## src/rtl/triggered_pulse_train.sv

```systemverilog
`default_nettype none
// ============================================================================
// Module   : triggered_pulse_train
// Purpose  : On an accepted trigger, waits D clock-enables, then emits N
//            pulses of toggle data (T enables each) separated by G enables
//            of idle data. Timing config is latched when a trigger is
//            accepted. Supports abort, optional retrigger and status outputs.
// Options  : TRIGGERED_PULSE_TRAIN_TRIG_EDGE_EN -- defined: rising edge of
//            trig_i (sampled on ce clocks) triggers; undefined: level.
// Revision : 1.0 - initial release
// ============================================================================
module triggered_pulse_train #(
    parameter int COUNTER_WIDTH   = 18,
    parameter int DATA_WIDTH      = 14,
    parameter int PULSE_CNT_WIDTH = 8
) (
    input  logic                       clk_i,
    input  logic                       rst_ni,
    input  logic                       ce_i,
    input  logic                       trig_i,
    input  logic                       abort_i,
    input  logic                       retrig_en_i,
    input  logic [DATA_WIDTH-1:0]      idle_data_i,
    input  logic [DATA_WIDTH-1:0]      toggle_data_i,
    input  logic [COUNTER_WIDTH-1:0]   delay_cycles_i,
    input  logic [COUNTER_WIDTH-1:0]   toggle_cycles_i,
    input  logic [COUNTER_WIDTH-1:0]   gap_cycles_i,
    input  logic [PULSE_CNT_WIDTH-1:0] n_pulses_i,
    output logic [DATA_WIDTH-1:0]      data_o,
    output logic                       busy_o,
    output logic                       active_o,
    output logic                       done_o,
    output logic [PULSE_CNT_WIDTH-1:0] pulse_count_o
);

    typedef enum logic [1:0] {
        S_IDLE  = 2'd0,
        S_DELAY = 2'd1,
        S_ON    = 2'd2,
        S_GAP   = 2'd3
    } state_t;

    localparam logic [COUNTER_WIDTH-1:0]   c_cnt_one = COUNTER_WIDTH'(1);
    localparam logic [PULSE_CNT_WIDTH-1:0] c_pc_one  = PULSE_CNT_WIDTH'(1);

    // Registered state. The delay value is only needed at trigger time, so
    // only T, G and N are kept in shadows.
    state_t                     r_state;
    logic [COUNTER_WIDTH-1:0]   r_cnt;
    logic [COUNTER_WIDTH-1:0]   r_toggle_sh;
    logic [COUNTER_WIDTH-1:0]   r_gap_sh;
    logic [PULSE_CNT_WIDTH-1:0] r_npulse_sh;
    logic [DATA_WIDTH-1:0]      r_data;
    logic                       r_busy;
    logic                       r_active;
    logic                       r_done;
    logic [PULSE_CNT_WIDTH-1:0] r_pulse_count;

    // Next-state values.
    state_t                     w_state_nxt;
    logic [COUNTER_WIDTH-1:0]   w_cnt_nxt;
    logic [COUNTER_WIDTH-1:0]   w_toggle_sh_nxt;
    logic [COUNTER_WIDTH-1:0]   w_gap_sh_nxt;
    logic [PULSE_CNT_WIDTH-1:0] w_npulse_sh_nxt;
    logic [DATA_WIDTH-1:0]      w_data_nxt;
    logic                       w_busy_nxt;
    logic                       w_active_nxt;
    logic                       w_done_nxt;
    logic [PULSE_CNT_WIDTH-1:0] w_pulse_count_nxt;

    // Helper terms.
    logic                       w_trig_event;
    logic                       w_cfg_valid;
    logic                       w_trig_accept;
    logic [COUNTER_WIDTH-1:0]   w_start_cnt;
    logic [COUNTER_WIDTH-1:0]   w_reload_on;
    logic [COUNTER_WIDTH-1:0]   w_reload_gap;
    logic [COUNTER_WIDTH-1:0]   w_cnt_dec;
    logic [PULSE_CNT_WIDTH-1:0] w_count_inc;

`ifdef TRIGGERED_PULSE_TRAIN_TRIG_EDGE_EN
    logic r_trig_prev;

    // Previous trigger level as seen on ce clocks, for rising-edge detection.
    always_ff @(posedge clk_i or negedge rst_ni) begin
        if (!rst_ni) begin
            r_trig_prev <= 1'b0;
        end else if (ce_i) begin
            r_trig_prev <= trig_i;
        end
    end

    assign w_trig_event = trig_i & ~r_trig_prev;
`else
    assign w_trig_event = trig_i;
`endif

    // A trigger with zero pulse length or zero pulse count is not a train.
    assign w_cfg_valid   = (toggle_cycles_i != '0) && (n_pulses_i != '0);
    assign w_trig_accept = w_trig_event && w_cfg_valid &&
                           ((r_state == S_IDLE) || retrig_en_i);

    // Counters hold "remaining enables minus one", so each phase of length L
    // lasts exactly L enables. Subtractions are guarded against zero.
    assign w_start_cnt  = (delay_cycles_i != '0) ? (delay_cycles_i - c_cnt_one)
                                                 : (toggle_cycles_i - c_cnt_one);
    assign w_reload_on  = r_toggle_sh - c_cnt_one;
    assign w_reload_gap = r_gap_sh - c_cnt_one;
    assign w_cnt_dec    = r_cnt - c_cnt_one;
    assign w_count_inc  = r_pulse_count + c_pc_one;

    // Next-state and next-output logic; outputs reflect the state the
    // sequencer was in on the updating clock.
    always_comb begin
        w_state_nxt       = r_state;
        w_cnt_nxt         = r_cnt;
        w_toggle_sh_nxt   = r_toggle_sh;
        w_gap_sh_nxt      = r_gap_sh;
        w_npulse_sh_nxt   = r_npulse_sh;
        w_data_nxt        = r_data;
        w_busy_nxt        = r_busy;
        w_active_nxt      = r_active;
        w_done_nxt        = 1'b0;
        w_pulse_count_nxt = r_pulse_count;

        if (abort_i) begin
            // Abort acts on any clock and overrides trigger and completion.
            w_state_nxt  = S_IDLE;
            w_cnt_nxt    = '0;
            w_data_nxt   = idle_data_i;
            w_busy_nxt   = 1'b0;
            w_active_nxt = 1'b0;
        end else if (ce_i) begin
            w_data_nxt   = (r_state == S_ON) ? toggle_data_i : idle_data_i;
            w_busy_nxt   = (r_state != S_IDLE);
            w_active_nxt = (r_state == S_ON);

            if (w_trig_accept) begin
                // Fresh start or retrigger: identical handling, data idle.
                w_toggle_sh_nxt   = toggle_cycles_i;
                w_gap_sh_nxt      = gap_cycles_i;
                w_npulse_sh_nxt   = n_pulses_i;
                w_pulse_count_nxt = '0;
                w_cnt_nxt         = w_start_cnt;
                w_state_nxt       = (delay_cycles_i != '0) ? S_DELAY : S_ON;
                w_data_nxt        = idle_data_i;
                w_active_nxt      = 1'b0;
            end else begin
                case (r_state)
                    S_IDLE: begin
                        w_cnt_nxt = '0;
                    end
                    S_DELAY, S_GAP: begin
                        if (r_cnt == '0) begin
                            w_state_nxt = S_ON;
                            w_cnt_nxt   = w_reload_on;
                        end else begin
                            w_cnt_nxt = w_cnt_dec;
                        end
                    end
                    S_ON: begin
                        if (r_cnt == '0) begin
                            w_pulse_count_nxt = w_count_inc;
                            if (w_count_inc == r_npulse_sh) begin
                                w_state_nxt = S_IDLE;
                                w_cnt_nxt   = '0;
                                w_done_nxt  = 1'b1;
                            end else if (r_gap_sh == '0) begin
                                w_cnt_nxt = w_reload_on;
                            end else begin
                                w_state_nxt = S_GAP;
                                w_cnt_nxt   = w_reload_gap;
                            end
                        end else begin
                            w_cnt_nxt = w_cnt_dec;
                        end
                    end
                    default: begin
                        w_state_nxt = S_IDLE;
                        w_cnt_nxt   = '0;
                    end
                endcase
            end
        end
    end

    // State, counter, shadow and output registers.
    always_ff @(posedge clk_i or negedge rst_ni) begin
        if (!rst_ni) begin
            r_state       <= S_IDLE;
            r_cnt         <= '0;
            r_toggle_sh   <= '0;
            r_gap_sh      <= '0;
            r_npulse_sh   <= '0;
            r_data        <= '0;
            r_busy        <= 1'b0;
            r_active      <= 1'b0;
            r_done        <= 1'b0;
            r_pulse_count <= '0;
        end else begin
            r_state       <= w_state_nxt;
            r_cnt         <= w_cnt_nxt;
            r_toggle_sh   <= w_toggle_sh_nxt;
            r_gap_sh      <= w_gap_sh_nxt;
            r_npulse_sh   <= w_npulse_sh_nxt;
            r_data        <= w_data_nxt;
            r_busy        <= w_busy_nxt;
            r_active      <= w_active_nxt;
            r_done        <= w_done_nxt;
            r_pulse_count <= w_pulse_count_nxt;
        end
    end

    assign data_o        = r_data;
    assign busy_o        = r_busy;
    assign active_o      = r_active;
    assign done_o        = r_done;
    assign pulse_count_o = r_pulse_count;

endmodule
`default_nettype wire

```

## config.mk

```make
export PLATFORM = sky130hd
export DESIGN_NAME = triggered_pulse_train
export DESIGN_NICKNAME = d
export VERILOG_FILES = /design/src/rtl/triggered_pulse_train.sv
export SDC_FILE = /design/constraint.sdc
export NUM_CORES = 1
export LEC_CHECK = 0
export ABC_CLOCK_PERIOD_IN_PS = 3100
export CORE_AREA = 2 2 143 89
export DETAILED_ROUTE_END_ITERATION = 12
export DIE_AREA = 0 0 145 91
export MAX_ROUTING_LAYER = met4
export PLACE_DENSITY = 0.78
export SYNTH_ARGS = -nofsm -noshare
export SYNTH_HDL_FRONTEND = slang
export SYNTH_SLANG_ARGS = --single-unit
```

## constraint.sdc

```tcl
create_clock -name clk_i -period 3.1 [get_ports clk_i]
set_input_delay 0.31 -clock clk_i [delete_from_list [all_inputs] [get_ports clk_i]]
set_output_delay 0.31 -clock clk_i [all_outputs]
set_load 0.005 [all_outputs]
```

Word-level counts from Yosys, hierarchy flattened
Cells that the tools add are included.
{"block": "classes", "add_sub_neg": 6, "n_eq_ne": 7, "muxes": 36, "n_bitwise": 1, "reduce_logical": 19}
{"operator": "$mux 18", "count": 8}
{"operator": "$sub 18x1->18 const B", "count": 5}
{"operator": "$mux 14", "count": 4}
{"operator": "$pmux 18 s3", "count": 1}
{"operator": "$logic_not 18->1", "count": 2}
{"operator": "$reduce_bool 18->1", "count": 2}
{"operator": "$mux 8", "count": 3}
{"operator": "$mux 2", "count": 8}
{"operator": "$mux 1", "count": 11}
{"operator": "$add 8x1->8 const B", "count": 1}
{"operator": "$eq 8x8->1", "count": 1}
{"operator": "$reduce_bool 2->1", "count": 4}
{"operator": "$reduce_bool 8->1", "count": 1}
{"operator": "$ne 5x5->1 const B", "count": 1}
{"operator": "$reduce_and 5->1", "count": 1}
{"operator": "$eq 2x2->1 const B", "count": 2}
{"operator": "$ne 4x3->1 const B", "count": 1}
{"operator": "$ne 4x4->1 const B", "count": 1}
{"operator": "$pmux 2 s2", "count": 1}
{"operator": "$reduce_and 4->1", "count": 1}
{"operator": "$reduce_bool 4->1", "count": 1}
{"operator": "$logic_and 1x1->1", "count": 3}
{"operator": "$reduce_and 3->1", "count": 1}
{"operator": "$eq 2x1->1 const B", "count": 1}
{"operator": "other kinds (4)", "count": 4}
{"block": "totals", "regBits": 89, "input_bits": 96}

Logic depth before layout (Yosys ltp)
Gate-level depths: netlist of the first run.
{"block": "logic_depth", "ltp_word": 8, "mapped_depth": 14, "mapped_depth_nobuf": 12}

Least setup slack after synthesis of the first run
OpenSTA, ideal clock, no wires.
{"block": "synth_timing", "path_type": "input port to flip-flop", "startpoint": "in delay_cycles_i[1]", "endpoint": "reg r_cnt[8]", "setup_ns": 0.122, "arrival_ns": 3.197, "slack_ns": -0.219, "stages": 14, "path_buffers": 2, "cell_sequence": "nor3_1 > nand4_1 > nor2_1 > clkbuf_1 > a21oi_1 > ha_1 > or4b_1 > or4_1 > nor2_1 > a31oi_1 > buf_4 > a2111oi_2 > o221ai_1 > a32o_1"}
{"block": "synth_between", "elab_chain_cells": 5, "word_cells_on_any_way": 6}
{"item": "from (decl)", "line": "25", "source": "input logic [COUNTER_WIDTH-1:0] delay_cycles_i,"}
{"item": "$sub 18x1->18 / $reduce_bool 18->1 (equally long branches)", "line": "105", "source": "assign w_start_cnt = (delay_cycles_i != '0) ? (delay_cycles_i - c_cnt_one)"}
{"item": "$mux 18 (*)", "line": "105"}
{"item": "$mux 18 (*)", "line": "138", "source": "if (w_trig_accept) begin"}
{"item": "$mux 18 (*)", "line": "133", "source": "end else if (ce_i) begin"}
{"item": "$mux 18 (*)", "line": "126", "source": "if (abort_i) begin"}
{"item": "to (signal assigned)", "line": "202", "source": "r_cnt <= w_cnt_nxt;"}
{"item": "to (decl)", "line": "49", "source": "logic [COUNTER_WIDTH-1:0] r_cnt;"}
Mark *: on every way between the ends. The rest lies on a longest branch, timed or not. The select of a mux whose other input is x is not followed.
A chain may end at the register's enable or synchronous reset.

Worst setup path in the final report of the first run
{"block": "layout_timing", "startpoint": "in toggle_cycles_i[1]", "endpoint": "reg r_cnt[12]"}
{"block": "layout_between", "elab_chain_cells": 7, "word_cells_on_any_way": 9}
{"item": "from (decl)", "line": "26", "source": "input logic [COUNTER_WIDTH-1:0] toggle_cycles_i,"}
{"item": "branches (longest 4 deep; another with $sub 18x1->18)"}
{"item": "$mux 18 (*)", "line": "138"}
{"item": "$mux 18 (*)", "line": "133"}
{"item": "$mux 18 (*)", "line": "126"}
Mark *: on every way between the ends. The select of a mux whose other input is x is not followed.

==> results of run 1 <==
## area by class of cell
type                            count  area, µm²
Clock buffer                       10        229
Clock inverter                      6       96.3
Fill cell                         860       2960
Inverter                           12       45.0
Multi-Input combinational cell    638       3910
Sequential cell                    89       2230
Tap cell                          165        206
Timing Repair Buffer              238       2160
## stage by stage
stage | hold slack, ps | power, µW | TNS [ps]
6_report | 17.1 | 4040 | 0
2_1_floorplan | 14.4 | 2150 | -61.7
3_3_place_gp | 428 | 2720 | -2640
5_1_grt | 94.5 | 4210 | -8.78
4_1_cts | 69.5 | 4000 | 0
3_5_place_dp | 439 | 2770 | -3330
## per-layer routing
| layer | part of all wire [%] | vias to the layer above | global-route usage, % |
|---|---|---|---|
| li1 | - | 3251 | - |
| met1 | 44 | 3510 | 52.9 |
| met2 | 42 | 436 | 52.9 |
| met3 | 12 | 41 | 11.8 |
| met4 | 2.1 | 0 | 9.90 |
| met5 | 0 | - | - |
## kinds of logic after synthesis
| group | Yosys count | share of synthesized area (%) |
|---|---|---|
| AOI/OAI and AO/OA | 190 | 21.4 |
| xor gates and xnor gates | 52 | 7.33 |
| adders and majority gates | 6 | 1.21 |
| buffers and inverters | 50 | 3.44 |
| DFF | 89 | 35.9 |
| muxes | 18 | 2.90 |
| and+or+nand+nor | 372 | 27.9 |
## state kept, by name, summed over array words and instances, names as in the netlist
register,count
r_gap_sh,18
pulse_count_o,8
data_o,14
r_npulse_sh,8
busy_o,1
r_cnt,18
done_o,1
r_state,2
active_o,1
r_toggle_sh,18
## synth_stat cells, types with 6 or more instances
| cell type | n |
|---|---|
| o21ai_0 | 51 |
| or3_1 | 14 |
| xnor2_1 | 31 |
| ha_1 | 6 |
| nor3_1 | 30 |
| nand3_1 | 10 |
| dfrtp_1 | 89 |
| o221ai_1 | 6 |
| inv_1 | 12 |
| nand4_1 | 6 |
| mux2i_1 | 18 |
| nand2b_1 | 7 |
| nand2_1 | 186 |
| a21oi_1 | 39 |
| nor2_1 | 57 |
| clkbuf_1 | 31 |
| a211oi_1 | 11 |
| xor2_1 | 21 |
| nor4_1 | 15 |
| nor3b_1 | 7 |
| o211ai_1 | 9 |
| o41ai_1 | 6 |
| or4_1 | 10 |
| a211o_1 | 6 |
## final timing paths
path / startpoint / end / slack [ps] / cells after the start
worst min-delay path: rst_ni / r_cnt[12] / 20 / 1
max in group asynchronous: rst_ni / r_cnt[0] / 2370 / 2
worst max register to register: pulse_count_o[0] / r_cnt[2] / 120 / 10
worst min register to register: data_o[12] / data_o[12] / 500 / 2
worst max-delay path: toggle_cycles_i[1] / r_cnt[12] / 90 / 11
min in group clk_i: toggle_cycles_i[0] / r_toggle_sh[0] / 380 / 3
## worst reg2reg max path: stages, from the launching register on
cell	delay (ps)
dfrtp_1	370
ha_2	250
nand3_4	80
or3_1	380
a2111o_1	410
a221o_2	420
buf_4	200
a21oi_1	180
a2111oi_1	120
buf_4	160
a211o_1	270
## power by group through the flow
| stage | clock (µW) | combinational (µW) | sequential (µW) |
|---|---|---|---|
| floorplan | 0 | 680 | 1470 |
| global placement | 0 | 1220 | 1500 |
| detailed placement | 0 | 1250 | 1520 |
| CTS | 1230 | 1270 | 1500 |
| global route | 1280 | 1400 | 1530 |
| finish | 1220 | 1310 | 1510 |
## cells in the final DEF, fill, tap and decap left out, drive strengths merged, types with 10 or more instances in the layout
master | Yosys | final
a211oi | 11 | 11
a21oi | 40 | 40
buf | 7 | 119
clkbuf | 31 | 15
clkdlybuf4s50 | 0 | 100
dfrtp | 89 | 89
dlymetal6s2s | 0 | 14
inv | 12 | 15
mux2i | 18 | 18
nand2 | 187 | 187
nand3 | 11 | 11
nor2 | 58 | 58
nor3 | 30 | 30
nor4 | 17 | 17
o21ai | 53 | 53
or3 | 14 | 14
or4 | 10 | 10
xnor2 | 31 | 31
xor2 | 21 | 21
## timing repair
item                                    in CTS  in global routing
hold buffers                                 0                  0
pin swaps                                   11                 10
resized for setup                           15                 32
setup buffers                                4                  2
endpoints found under the setup margin       6                  8
==> run metrics, run 1 <==
DR WL/cell 21.0 µm; number of flops mapped to enable cells by yosys 0; placed cell count 1,136; Root Buffer Master clkbuf_16; max-cap violation count 0; Critical Path RT 3320 ps; P_sw 1430 µW; clock share of power 30.3%; Power Density 456 mW/mm²; cell family with the largest share of critical-path delay simple AND/OR/NAND/NOR gates; Most common cell on crit path a31oi_1; die area 0.0132 mm²; Synth cell types 75; Num Clock Sinks 89; P_leak 0.00381 µW; Switching Share 35.4%; PortBufs 120; Initial Utilization 52.5%; synthesized area 0.00621 mm²; cells after synthesis 777; final instance area 0.00887 mm²; Crit Path Class in -> reg; dpl ws -607 ps; final worst slack 85.9 ps; post-route ant nets 0; mean cell area of the mapped netlist 8.00 µm²; Congestion Overflow GR 0; share of layout cells above drive strength 1 18.0%; sequential power share 37.4%; vias in the first global route 6,944; Tcrit/Tclk final 97.2%; main area contributors after synthesis dfrtp_1 (36%), nand2_1 (11%), xnor2_1 (4.4%); Global Route Usage Sum 37.8%; VDD IR max 0.312 mV; CTS tree built; #FFs+latches synth 89; drt total wl 24,300 µm; row cnt 31; Startpoint Class primary input; CTS buffer count 9; Layout Skew 12.6 ps; Residual DRC 0; Max Fanout on Critical Path 7; First-pass DRT Iterations 6; Synth Flop Type dfrtp_1; first-pass GRT wire length 37,700 µm; critical path, cell by cell clkdlybuf4s50_1 > a21oi_2 > ha_2 > or4b_4 > or4_4 > nor2_4 > a31oi_1 > buf_4 > or3_4 > a311oi_2 > a31oi_1; Crit. End Element register; post-synthesis sequential area ratio 35.9%; largest net degree at the start of global routing 57; crit path buf inv count 2; combinational group share of total power 32.3%; non-filler cells, final 1,158; Inserted Diodes 0; internal cell power 2610 µW; nets 1,090; worst-margin pin slew 854 ps; area of the core 0.0118 mm²; max-slew violation count 0; outcome finished clean; # IOs 121; HPWL after DPL 18,700 µm; GP Congestion 1.06; DR vias 7,238; crit-path max cell delay 500 ps; fin crit period 3010 ps; Hold Path Class in -> async; vias per cell 6.25; Slew headroom 42.3%; Async S/R FF share, synth 100%; Clock Pin Slew Worst Setup and Hold Paths 60 ps; Die W 145 µm; Max Root-Sink Buffers 2; Synth warnings 0; Die Height 91 µm; Worst-Skew Late Latency 350 ps; Peak Freq 332 MHz; P&R area growth vs syn 42.8%; Synth top area share 35.9%; placed cell areas 0.00839 mm²; antenna violations before repair 0; Data arrival, critical path 3240 ps; First DRT Iteration DRCs 803; Final Util 75.0%; slowest stage cell on the critical path or4_4; endpoints failing setup 0; final hold vios 0; Synth area leader dfrtp_1; syn nets 879; CTS H-tree depth 3
Power figures use the tool's default switching activity.
==> inputs of run 2 (changes only) <==
CORE_AREA = 3 3 144 90   (was 2 2 143 89)
DIE_AREA = 0 0 147 93   (was 0 0 145 91)
GPL_TIMING_DRIVEN = 0   (was unset)
==> run 2 against run 1 <==
Combinational power down 7%; worst hold slack better by 300 ps; core utilization shrank 5.1 points; wire length decreased by 0.26%; via count is 3.8% lower; global-route usage fell by 1.1 points; maximum frequency down 0.28%; total power shrank 5.6%; critical path type is now reg -> reg.
==> run metrics, run 2 (same netlist as run 1, synthesis figures left out) <==
outcome finished clean; dpl ws -1540 ps (-931 ps); First-pass DRT Iterations 7 (+1); Top Registers r_cnt: 18 flops, r_gap_sh: 18 flops, r_toggle_sh: 18 flops; vias per cell 6.35 (+1.6%); # IOs 121 (unchanged); placed cell areas 0.00766 mm² (-8.7%); Die W 147 µm (+1.4%); CTS H-tree depth 3 (unchanged); Layout Skew 12.1 ps (-0.541 ps); most common cell after layout, fill and taps aside nand2_1; final hold vios 0 (unchanged); die area 0.0137 mm² (+3.6%); Congestion Overflow GR 0 (unchanged); Critical Path RT 3330 ps (about the same); most frequent cells in the layout nand2_1 (186), clkdlybuf4s50_1 (100), dfrtp_1 (88), o21ai_0 (51), nor2_1 (51); Clock Pin Slew Worst Setup and Hold Paths 70 ps (about the same); final hold slack 315 ps (+298 ps); Slew headroom 35.5% (-6.8 points); first-pass GRT wire length 37,700 µm (unchanged); P_leak 0.00331 µW (-13%); non-filler cells, final 1,096 (-5.4%); Max Root-Sink Buffers 2 (unchanged); max-cap violation count 0 (unchanged); Die Height 93 µm (+2.2%); Global Route Usage Sum 36.7% (-1.1 points); Residual DRC 0 (unchanged); fin crit period 3020 ps (+8.40 ps); DR WL/cell 22.2 µm (+5.4%); row cnt 31 (unchanged); Power Density 460 mW/mm² (+0.89%); HPWL after DPL 18,700 µm (about the same); antenna violations before repair 0 (unchanged); worst-margin pin slew 959 ps (+105 ps); Data arrival, critical path 3260 ps (+20 ps); drt total wl 24,300 µm (-0.26%); final worst slack 77.5 ps (-8.40 ps); setup TNS 0 ps (unchanged); final instance area 0.00829 mm² (-6.5%); Startpoint Class register; Inserted Diodes 0 (unchanged); post-route ant nets 0 (unchanged); Tcrit/Tclk final 97.5% (+0.27 points); largest net degree at the start of global routing 63 (+11%); DR vias 6,962 (-3.8%); VDD IR max 0.339 mV (+8.6%); Worst-Skew Late Latency 350 ps (about the same); Root Buffer Master clkbuf_16; RSZ-0062 raised after global routing no; Crit. End Element register; placed cell count 1,062 (-6.5%); max-slew violation count 0 (unchanged); nets 1,028 (-5.7%); P&R area growth vs syn 33.5%; Num Clock Sinks 89 (unchanged); First DRT Iteration DRCs 1,036 (+29%); vias in the first global route 6,644 (-4.3%); share of layout cells above drive strength 1 12.7% (-5.4 points); PortBufs 119 (-0.83%); endpoints failing setup 0 (unchanged); Crit Path Class reg -> reg; Initial Utilization 52.3% (-0.17 points); Max Fanout on Critical Path 9 (+2); area of the core 0.0119 mm² (+0.33%); Peak Freq 331 MHz (-0.28%); Hold Path Class in -> reg; CTS buffer count 9 (unchanged); CTS tree built; GP Congestion 1.03 (-3.2%)
-- run 2: final timing paths --
check	slack, ps	cells past startpoint	start	end
worst max-delay path	80	9	pulse_count_o[0]	r_cnt[13]
min in group asynchronous	430	2	rst_ni	r_cnt[12]
max in group asynchronous	2040	3	rst_ni	data_o[3]
worst min-delay path	310	3	delay_cycles_i[10]	r_cnt[10]
worst max register to register	80	9	pulse_count_o[0]	r_cnt[13]
worst min register to register	490	2	data_o[13]	data_o[13]
-- run 2: per-layer routing --
metal,global-route usage (%),share of wire [%]
met3,12.5,14
met1,53.8,44
met4,7.60,1.8
met2,48.8,40
met5,-,0
-- run 2: layout make-up --
| type | instances | area [µm²] |
|---|---|---|
| plain buffers | 38 | 200 |
| clock buffers | 10 | 229 |
| clock inverters | 6 | 60.1 |
| fillers | 913 | 3570 |
| inverters | 12 | 45.0 |
| multi-input cells | 638 | 4010 |
| flip-flops and latches | 89 | 2230 |
| well taps | 165 | 206 |
| repair buffers | 138 | 1310 |
-- run 2: power by group --
group	internal [µW]	total (µW)	switching [µW]
logic	505	1220	714
registers	1310	1510	200
clock network	564	1080	518
total	2380	3820	1430
-- run 2: critical path: stages, from the launching register on --
cell and delay (ps):
dfrtp_2 420, ha_2 270, nand3_4 110, or3_1 400, a2111o_1 430, a221o_1 290
buf_6 170, a31oi_4 250, o221ai_2 200, a221o_1 360
-- run 2: what timing repair did --
action | CTS | global route
setup buffers | 12 | 5
hold buffers | 1 | 0
gates resized for setup | 99 | 17
endpoints found under the hold margin | 27 | 0
endpoints found under the setup margin | 33 | 73
pin swaps | 16 | 9
-- run 2: per-stage QoR --
step	utilization [%]	power (µW)
after floorplan	-	2150
after global placement	64.3	2610
after detailed placement	64.6	2660
after CTS	69.2	3750
after global routing	69.9	3990
final	69.9	3820
==> inputs of run 3 (changes only) <==
CORE_AREA = 2 2 143 89   (was 3 3 144 90)
DIE_AREA = 0 0 145 91   (was 0 0 147 93)
HOLD_SLACK_MARGIN = 0.1   (was unset)
==> run 3 against run 2 <==
Critical path depth fell by 2; non-clock buffer count down 2; clock power grew 9%; critical path type unchanged; largest power group unchanged.
==> run metrics, run 3 (same netlist as run 1, synthesis figures left out) <==
Global Route Usage Sum 36.6% (-0.043 points); HPWL after DPL 17,800 µm (-4.7%); nets 1,026 (-0.19%); post-route ant nets 0 (unchanged); reg2reg setup slack 2 ps (-80 ps); max-slew violation count 0 (unchanged); VDD IR max 0.314 mV (-7.3%); CTS tree built; Power Density 473 mW/mm² (+2.7%); clock share of power 30.0% (+1.6 points); Startpoint Class register; max-cap violation count 0 (unchanged); Layout Skew 6.89 ps (-5.18 ps); Initial Utilization 52.5% (+0.17 points); GP Congestion 1.03 (+0.39%); Num Clock Sinks 89 (unchanged); final hold vios 0 (unchanged); Crit. End Element register; Crit Path Class reg -> reg; vias per cell 6.35 (about the same); Die Height 91 µm (-2.2%); First DRT Iteration DRCs 831 (-20%); First-pass DRT Iterations 6 (-1); Max Root-Sink Buffers 2 (unchanged); final hold slack 337 ps (+22.6 ps); DR WL met3 3170 µm (-7.9%); crit path from r_cnt[4]; endpoints failing setup 0 (unchanged); HP Start delay_cycles_i[10]; row cnt 31 (unchanged); final total power 3950 µW (+3.5%); die area 0.0132 mm² (-3.5%); DR WL/cell 21.5 µm (-3.1%); most common cell after layout, fill and taps aside nand2_1; highest metal used met4; internal cell power 2540 µW (+6.4%); Peak Freq 323 MHz (-2.4%); Filler cells 929 (+1.8%); Die W 145 µm (-1.4%); r2r startpoint r_cnt[4]; Clock Pin Slew Worst Setup and Hold Paths 70 ps (about the same); CTS H-tree depth 3 (unchanged); combinational group share of total power 31.7% (-0.3 points); Reg area 0.00223 mm² (about the same); area of the core 0.0118 mm² (-0.33%); P&R area growth vs syn 34.4%; slowest stage cell on the critical path o31ai_1; P_sw 1410 µW (-1.5%); DR vias 6,950 (-0.17%); share of layout cells above drive strength 1 12.7% (+0.041 points); fin crit period 3100 ps (+75.0 ps); CTS buffer count 9 (unchanged); outcome finished clean; crit-path max cell delay 620 ps (+190 ps); Switching Share 35.7% (-1.8 points); critical path, cell by cell nor4_4 > nand4b_1 > or2_2 > clkbuf_1 > clkbuf_2 > o31ai_1 > a32o_1; Tcrit/Tclk final 99.9% (+2.4 points); Max Fanout on Critical Path 10 (+1); worst-margin pin slew 834 ps (-125 ps); PortBufs 119 (unchanged); met2 WL 9590 µm (-1.5%); largest net degree at the start of global routing 60 (-4.8%); Data arrival, critical path 3370 ps (+110 ps); P_leak 0.00333 µW (+0.76%); first-pass GRT wire length 36,700 µm (-2.8%); Hold Path Class in -> reg; Top Registers r_cnt: 18 flops, r_gap_sh: 18 flops, r_toggle_sh: 18 flops; WL met1 10,400 µm (-2.8%); Critical Path RT 3380 ps (+50 ps); Worst-Skew Late Latency 350 ps (about the same); vias in the first global route 6,438 (-3.1%); antenna violations before repair 1 (+1); most frequent cells in the layout nand2_1 (186), clkdlybuf4s50_1 (98), dfrtp_1 (87), nor2_1 (52), o21ai_0 (51); Root Buffer Master clkbuf_16; Slew headroom 43.9% (+8.4 points); Multi-input gate area 0.00405 mm² (+0.81%); Residual DRC 0 (unchanged); Congestion Overflow GR 0 (unchanged); # IOs 121 (unchanged); drt total wl 23,500 µm (-3.2%); sequential power share 38.3% (-1.4 points)
-- run 3: worst paths after layout --
check,end,depth (start not counted)
worst max-delay path,r_cnt[8],7
worst min-delay path,r_cnt[10],3
worst max register to register,r_cnt[8],7
worst min register to register,data_o[13],2
max in group asynchronous,r_toggle_sh[10],3
min in group asynchronous,r_cnt[11],2
-- run 3: worst max-delay path: cells and delay by family, from the launching register on --
kind	cells	cell delay, ps
buffers and inverters	2	610
AO/OA/AOI/OAI	2	880
flip-flops	1	470
AND/OR/NAND/NOR	3	1060
-- run 3: routing by layer --
| layer | global-route usage (%) | vias up |
|---|---|---|
| li1 | - | 3112 |
| met1 | 53.0 | 3346 |
| met2 | 50.6 | 444 |
| met3 | 11.8 | 48 |
| met4 | 6.02 | 0 |
| met5 | - | - |
-- run 3: what timing repair did --
item / CTS / global route
hold endpoints to repair: 30 / 0
setup endpoints to repair: 24 / 61
hold buffers: 1 / 0
buffers inserted: 13 / 3
gates resized for setup: 118 / 29
pin swaps: 12 / 8
-- run 3: layout make-up --
cell class / instances / area share [%]
multi-input cells: 638 / 48.4
clock buffers: 9 / 2.70
clock inverters: 6 / 1.11
well taps: 165 / 2.47
flip-flops and latches: 89 / 26.7
diodes: 1 / 0.0300
inverters: 12 / 0.539
plain buffers: 37 / 2.25
repair buffers: 137 / 15.8
-- run 3: power by group through the flow --
stage                     Clock (µW)  Sequential, µW  Combinational, µW
final                           1180            1510               1250
after global routing            1250            1530               1350
after CTS                       1180            1500               1180
after detailed placement           0            1520               1150
after global placement             0            1510               1120
after floorplan                    0            1470                680
-- run 3: through the flow --
stage          std cells  area (µm²)  setup slack, ps  TNS (ps)  util (%)
2_1_floorplan        777        6240            -61.7     -61.7         -
6_report            1094        8350             2.47         0      70.6
4_1_cts             1091        8220             4.77         0      69.4
5_1_grt             1094        8350            -59.8     -96.3      70.6
3_3_place_gp        1061        7640            -1510   -147950      64.6
3_5_place_dp        1062        7660            -1230    -15300      64.8
